<file path="config.mk">
export PLATFORM = sky130hd
export DESIGN_NAME = ball_scan_ctrl
export DESIGN_NICKNAME = d
export VERILOG_FILES = /design/src/rtl/ball_pkg.sv /design/src/rtl/ball_run_tracker.sv /design/src/rtl/ball_scan_ctrl.sv
export SDC_FILE = /design/constraint.sdc
export NUM_CORES = 1
export LEC_CHECK = 0
export CORE_MARGIN = 2
export CORE_UTILIZATION = 40
export CTS_BUF_LIST = sky130_fd_sc_hd__clkbuf_8 sky130_fd_sc_hd__clkbuf_16
export CTS_CLUSTER_SIZE = 28
export DETAILED_ROUTE_END_ITERATION = 10
export DONT_BUFFER_PORTS = 1
export SLEW_MARGIN = 20
export SYNTH_ARGS = -nofsm -noshare
export SYNTH_HDL_FRONTEND = slang
export SYNTH_SLANG_ARGS = --single-unit
</file>
<file path="constraint.sdc">
create_clock -name clk -period 10.15 [get_ports clk]
set_input_delay 3.045 -clock clk [delete_from_list [all_inputs] [get_ports clk]]
set_output_delay 3.045 -clock clk [all_outputs]
set_load 0.05 [all_outputs]
</file>
<file path="src/rtl/ball_pkg.sv">
// Shared codes for the HSV ball colour classifier and its scan sequencer:
// colour codes, classifier modes, sequencer state encoding and run record.
package ball_pkg;

   localparam logic [3:0] COLOR_VOID   = 4'h1;
   localparam logic [3:0] COLOR_RED    = 4'h3;
   localparam logic [3:0] COLOR_BLUE   = 4'h5;
   localparam logic [3:0] COLOR_YELLOW = 4'h7;
   localparam logic [3:0] COLOR_BLACK  = 4'hC;

   localparam logic [1:0] MODE_IDLE          = 2'd0;
   localparam logic [1:0] MODE_FIRSTLINE     = 2'd1;
   localparam logic [1:0] MODE_LINE_SAMPLING = 2'd2;

   typedef enum logic [2:0] {
      ST_IDLE, ST_WAIT_FRAME, ST_WAIT_LINE, ST_ACTIVE, ST_DRAIN, ST_REPORT
   } scan_state_t;

   typedef struct packed {
      logic [3:0] color;
      logic [9:0] left;
      logic [9:0] right;
   } run_t;

   function automatic logic is_ball(input logic [3:0] c);
      return (c == COLOR_RED) || (c == COLOR_BLUE) || (c == COLOR_YELLOW);
   endfunction

endpackage

</file>
<file path="src/rtl/ball_run_tracker.sv">
// Groups per-pixel colour codes of one line into runs and keeps the longest;
// BLACK bridges gaps inside a run, VOID or a new ball colour closes it.
module ball_run_tracker
   import ball_pkg::*;
(
   input  logic       clk,
   input  logic       rst,
   input  logic       clear,
   input  logic       class_valid,
   input  logic [3:0] class_color,
   output logic       run_found,
   output logic [3:0] run_color,
   output logic [9:0] run_left,
   output logic [9:0] run_right
);

   run_t       cur, best, sel;
   logic       cur_on, best_on, cur_longer;
   logic [9:0] idx;

   function automatic logic [10:0] run_len(input run_t r);
      return {1'b0, r.right} - {1'b0, r.left} + 11'd1;
   endfunction

   // strict compare: an equal-length later run never displaces an earlier one
   assign cur_longer = cur_on && (!best_on || (run_len(cur) > run_len(best)));

   always_ff @(posedge clk) begin
      if (rst || clear) begin
         cur     <= '0;
         best    <= '0;
         cur_on  <= 1'b0;
         best_on <= 1'b0;
         idx     <= '0;
      end else if (class_valid) begin
         if (idx != 10'h3FF) idx <= idx + 10'd1;
         if (is_ball(class_color) && cur_on && (class_color == cur.color)) begin
            cur.right <= idx;
         end else if (class_color == COLOR_BLACK) begin
            if (cur_on) cur.right <= idx;
         end else begin
            if (cur_longer) begin
               best    <= cur;
               best_on <= 1'b1;
            end
            cur_on <= is_ball(class_color);
            cur    <= '{color: class_color, left: idx, right: idx};
         end
      end
   end

   always_comb begin
      sel = best;
      if (cur_longer) sel = cur;
   end

   assign run_found = cur_longer || best_on;
   assign run_color = sel.color;
   assign run_left  = sel.left;
   assign run_right = sel.right;

endmodule

</file>
<file path="src/rtl/ball_scan_ctrl.sv">
// Line/pixel sequencer for the ball colour classifier: strobes sampled pixels,
// drains outstanding classifications and reports the longest run per line.
module ball_scan_ctrl
   import ball_pkg::*;
#(
   parameter int H_ACTIVE   = 640,
   parameter int V_ACTIVE   = 480,
   parameter int FIRST_LINE = 8,
   parameter int LINE_STEP  = 4,
   parameter int MIN_RUN    = 4,
   parameter int DRAIN_MAX  = 7
) (
   input  logic       clk,
   input  logic       rst,
   input  logic       enable,
   input  logic       frame_start,
   input  logic       line_start,
   input  logic       pix_valid,
   input  logic       class_valid,
   input  logic [3:0] class_color,
   output logic [1:0] mode,
   output logic       write,
   output logic [9:0] horiz_count,
   output logic [9:0] vert_count,
   output logic       busy,
   output logic       result_valid,
   output logic [3:0] result_color,
   output logic [9:0] result_line,
   output logic [9:0] result_left,
   output logic [9:0] result_right
);

   scan_state_t state, state_nxt;
   logic        first_pend, pix_take, cls_take, last_pix, trk_clear, run_found;
   logic [9:0]  line_nxt, scan_line, pix_cnt, run_left, run_right;
   logic [3:0]  outstanding, drain_cnt, run_color;
   logic [10:0] run_len;

   function automatic logic [1:0] line_mode(input logic [9:0] v);
      if (int'(v) == FIRST_LINE) return MODE_FIRSTLINE;
      if ((int'(v) > FIRST_LINE) && (((int'(v) - FIRST_LINE) % LINE_STEP) == 0))
         return MODE_LINE_SAMPLING;
      return MODE_IDLE;
   endfunction

   // the first line_start after a lone frame_start is line 0, not line 1
   assign line_nxt  = first_pend ? 10'd0 : ((vert_count == 10'h3FF) ? vert_count : vert_count + 10'd1);
   assign pix_take  = (state == ST_ACTIVE) && pix_valid && !line_start && !frame_start;
   assign last_pix  = pix_take && (pix_cnt == 10'(H_ACTIVE - 1));
   assign cls_take  = class_valid && ((state == ST_ACTIVE) || (state == ST_DRAIN));
   assign trk_clear = (state == ST_WAIT_LINE) && (state_nxt == ST_ACTIVE);

   always_ff @(posedge clk) begin
      if (rst) state <= ST_IDLE;
      else     state <= state_nxt;
   end

   always_comb begin
      state_nxt = state;
      case (state)
         ST_IDLE:       if (enable) state_nxt = ST_WAIT_FRAME;
         ST_WAIT_FRAME: if (frame_start) state_nxt = ST_WAIT_LINE;
                        else if (!enable) state_nxt = ST_IDLE;
         ST_WAIT_LINE:  if (frame_start) state_nxt = ST_WAIT_LINE;
                        else if (!enable) state_nxt = ST_IDLE;
                        else if (int'(vert_count) >= V_ACTIVE) state_nxt = ST_WAIT_FRAME;
                        else if (line_start && (line_mode(line_nxt) != MODE_IDLE) &&
                                 (int'(line_nxt) < V_ACTIVE)) state_nxt = ST_ACTIVE;
         ST_ACTIVE:     if (frame_start) state_nxt = ST_WAIT_LINE;
                        else if (line_start || last_pix) state_nxt = ST_DRAIN;
         ST_DRAIN:      if (frame_start) state_nxt = ST_WAIT_LINE;
                        else if (((outstanding == 4'd0) && !write) ||
                                 (drain_cnt == 4'(DRAIN_MAX - 1))) state_nxt = ST_REPORT;
         ST_REPORT:     state_nxt = ST_WAIT_LINE;
         default:       state_nxt = ST_IDLE;
      endcase
   end

   always_ff @(posedge clk) begin
      if (rst) begin
         vert_count <= '0;
         first_pend <= 1'b0;
         scan_line  <= '0;
      end else begin
         if ((state != ST_IDLE) && frame_start) begin
            vert_count <= '0;
            first_pend <= !line_start;
         end else if (line_start && (state != ST_IDLE) && (state != ST_WAIT_FRAME)) begin
            vert_count <= line_nxt;
            first_pend <= 1'b0;
         end
         if (trk_clear) scan_line <= line_nxt;
      end
   end

   always_ff @(posedge clk) begin
      if (rst) begin
         write       <= 1'b0;
         horiz_count <= '0;
         pix_cnt     <= '0;
         drain_cnt   <= '0;
         outstanding <= '0;
      end else begin
         write <= pix_take;
         if (pix_take) horiz_count <= pix_cnt;
         if (trk_clear) pix_cnt <= '0;
         else if (pix_take && (pix_cnt != 10'(H_ACTIVE - 1))) pix_cnt <= pix_cnt + 10'd1;
         drain_cnt <= (state == ST_DRAIN) ? drain_cnt + 4'd1 : 4'd0;
         if ((state == ST_REPORT) || trk_clear) outstanding <= '0;
         else if (write && !cls_take && (outstanding != 4'hF)) outstanding <= outstanding + 4'd1;
         else if (!write && cls_take && (outstanding != 4'h0)) outstanding <= outstanding - 4'd1;
      end
   end

   ball_run_tracker u_trk (
      .clk         (clk),
      .rst         (rst),
      .clear       (trk_clear),
      .class_valid (cls_take),
      .class_color (class_color),
      .run_found   (run_found),
      .run_color   (run_color),
      .run_left    (run_left),
      .run_right   (run_right)
   );

   assign run_len      = {1'b0, run_right} - {1'b0, run_left} + 11'd1;
   assign result_valid = (state == ST_REPORT) && run_found && (run_len >= 11'(MIN_RUN));
   assign result_color = result_valid ? run_color : 4'd0;
   assign result_line  = result_valid ? scan_line : 10'd0;
   assign result_left  = result_valid ? run_left  : 10'd0;
   assign result_right = result_valid ? run_right : 10'd0;
   assign busy         = (state != ST_IDLE);
   assign mode         = ((state == ST_ACTIVE) || (state == ST_DRAIN)) ? line_mode(vert_count) : MODE_IDLE;

endmodule

</file>
==> flow_metrics.tcl <==
set metrics [dict create \
    status "finished clean" \
    yosysTopAreaCell "dfxtp_1" \
    drtIter0Drc 259 \
    cp-start-kind "flop" \
    placed_cells 1123 \
    synth.avg_cell_area_um2 8.42 \
    die_y_um 141 \
    die_area_um2 19800 \
    reg2reg_depth 18 \
    relSlewSlack_pct 32.3 \
    ys_ff_latch 113 \
    synth_flop_cell "dfxtp_1" \
    fin_crit_ns 10.02 \
    cts_buffers 17 \
    synth_common_cells "116 x nor2_1, 113 x dfxtp_1, 76 x ha_1, 61 x a21oi_1, 61 x mux2i_1" \
    n_antenna_cell 0 \
    route.detailed.drc 0 \
    drive_gt1_share_pct 23.2 \
    finalSetupViolCount 0 \
    synth_area_leaders "dfxtp_1 30%, ha_1 13%, mux2i_1 8.2%" \
    fmax_mhz 99.8 \
    fin_area_um2 9570 \
    slowest_stage "or4_4" \
    power.total_uw 1060 \
    vias 6327 \
    leakagePower_uw 0.00377 \
    grt_pass1_wl_um 29800 \
    syn-num-nets 978 \
    worstSetupPathType "flop to output port" \
    area_growth_syn_to_layout_pct 28.0 \
    placed_area_um2 8110 \
    cts-root-buf "clkbuf_16" \
    netlist_area_um2 7470 \
    dp_hpwl_um 12800 \
    cp_top_family "compound AO/OA/AOI/OAI gates" \
    peakVddDrop_uv 111 \
    post-route-util_pct 52.7 \
    initial_core_util_pct 41.2 \
    grt.total_usage_pct 18.5 \
    slew_violations 0 \
    htreeDepth 4 \
    crit_buf_inv 6 \
    postSynth.asyncResetShare_pct 0 \
    wl_um 18900 \
    antenna_found_initial 0 \
    crit_fanout 6 \
    wl_per_cell_um 16.1 \
    portBuffers 0 \
    crit_cells 29 \
    finalWeightedCongestion 0.863 \
    required_ns 7.11 \
    synth_cells 887 \
    synth_top_area_share_pct 30.3 \
    drt_first_pass_iters 5 \
    layout.cells.non_filler 1175 \
    yosys.cell_types.count 70 \
    yosysSeqAreaShare_pct 30.3 \
    core_area_um2 18100 \
    hold_path.class "flop to flop" \
    grt_pass1_vias 6122 \
    rsz0062_at_grt "true" \
    clockBufferDepth 2 \
    grt_max_degree 75 \
    setup_ws_ns 0.134 \
    cpPeakStageDelay_ns 0.49 \
    crit_path_end_kind "output port" \
    synth_edf_count 0 \
    grt-ovfl-total 0 \
    fin_skew_ns 0.0116 \
    hold_depth 1 \
    clkTransAtPathRegs_ns 0.06 \
    finalHoldViolCount 0 \
    tritoncts "built" \
    cts_sinks 113 \
    viasPerCell 5.38 \
    die_w_um 141 \
    ant_nets 0 \
    dp_slack_ns 0.0728 \
    tightest_slew_ns 1.02 \
    yosysWarnings 0 \
    crit_path_frequent_cell "ha_4" \
    clkLatencyLatePin_ns 0.42 \
    rows 49 \
    synth.most_common_cell "nor2_1" \
    layout_worst_path_cycle_share_pct 98.7 \
    arrival_ns 6.97 \
    num_io_pins 70 \
    nets 1024 \
    powerDensity_nw_per_um2 111 \
    cap_violations 0 \
]
==> per-layer routing <==
metal,vias up,share of wire (%),GRT usage (%)
met5,-,0,0
met4,0,1.9,6.68
met3,24,4.2,4.42
met2,107,48,31.4
met1,2978,46,23.0
li1,3218,-,-
==> power by group <==
part           total [uW]  switching, uW  internal (uW)
registers             447           2.74            444
logic                17.6           12.4           5.18
clock network         596            226            371
==> per-stage QoR <==
step | setup TNS [ns] | hold WS, ns
finish | 0 | 0.463
global route | -1.56 | 0.486
CTS | 0 | 0.463
detailed placement | 0 | 0.454
global placement | 0 | 0.448
floorplan | -0.393 | 0.430
==> cells by family after synthesis <==
kind of cell	count (synthesis)	share of synthesized area (%)
AOI/OAI and AO/OA	143	12.1
muxes	75	10.3
adders and majority gates	80	13.8
buffers and inverters	95	5.74
xor gates and xnor gates	43	5.04
and+or+nand+nor	338	22.7
DFF	113	30.3
==> final cells by class <==
class	instances	area, um2
clock buffers	18	439
clock inverters	14	154
fillers	1641	8580
inverters	49	186
multi-input cells	679	5390
flip-flops and latches	113	2270
well taps	229	287
repair buffers	73	831
==> sequential cells by signal, indices dropped and copies added, names as in the netlist <==
register,cells
drain_cnt,4
first_pend,1
horiz_count,10
outstanding,4
pix_cnt,10
scan_line,10
state,3
u_trk.best,24
u_trk.best_on,1
u_trk.cur,24
u_trk.cur_on,1
u_trk.idx,10
vert_count,10
write,1
==> path summary, 6_finish.rpt <==
path | start | endpoint | slack (ns)
max | u_trk.cur[1]$_SDFFE_PP0P_ | result_line[5] | 0.13
min | drain_cnt[0]$_SDFF_PP0_ | drain_cnt[0]$_SDFF_PP0_ | 0.46
max reg2reg | u_trk.cur[1]$_SDFFE_PP0P_ | u_trk.best[4]$_SDFFE_PP0P_ | 5.85
min reg2reg | drain_cnt[0]$_SDFF_PP0_ | drain_cnt[0]$_SDFF_PP0_ | 0.46
==> what timing repair did <==
item                       4_1_cts  5_1_grt
hold buffers                     0        0
pin swaps                        4       31
gates resized for setup         22      100
cloned                           4        2
buffers inserted                 5       10
setup endpoints to repair       35       35
==> layout by cell type, fill, tap and decap left out, drive strengths merged, types with 26 or more instances in the layout <==
master and n:
nor2 116, dfxtp 113, ha 76, buf 69, a21oi 61, mux2i 61, nand2 60, inv 53
nor3 36, o21ai 26
Power figures use the tool's default switching activity.
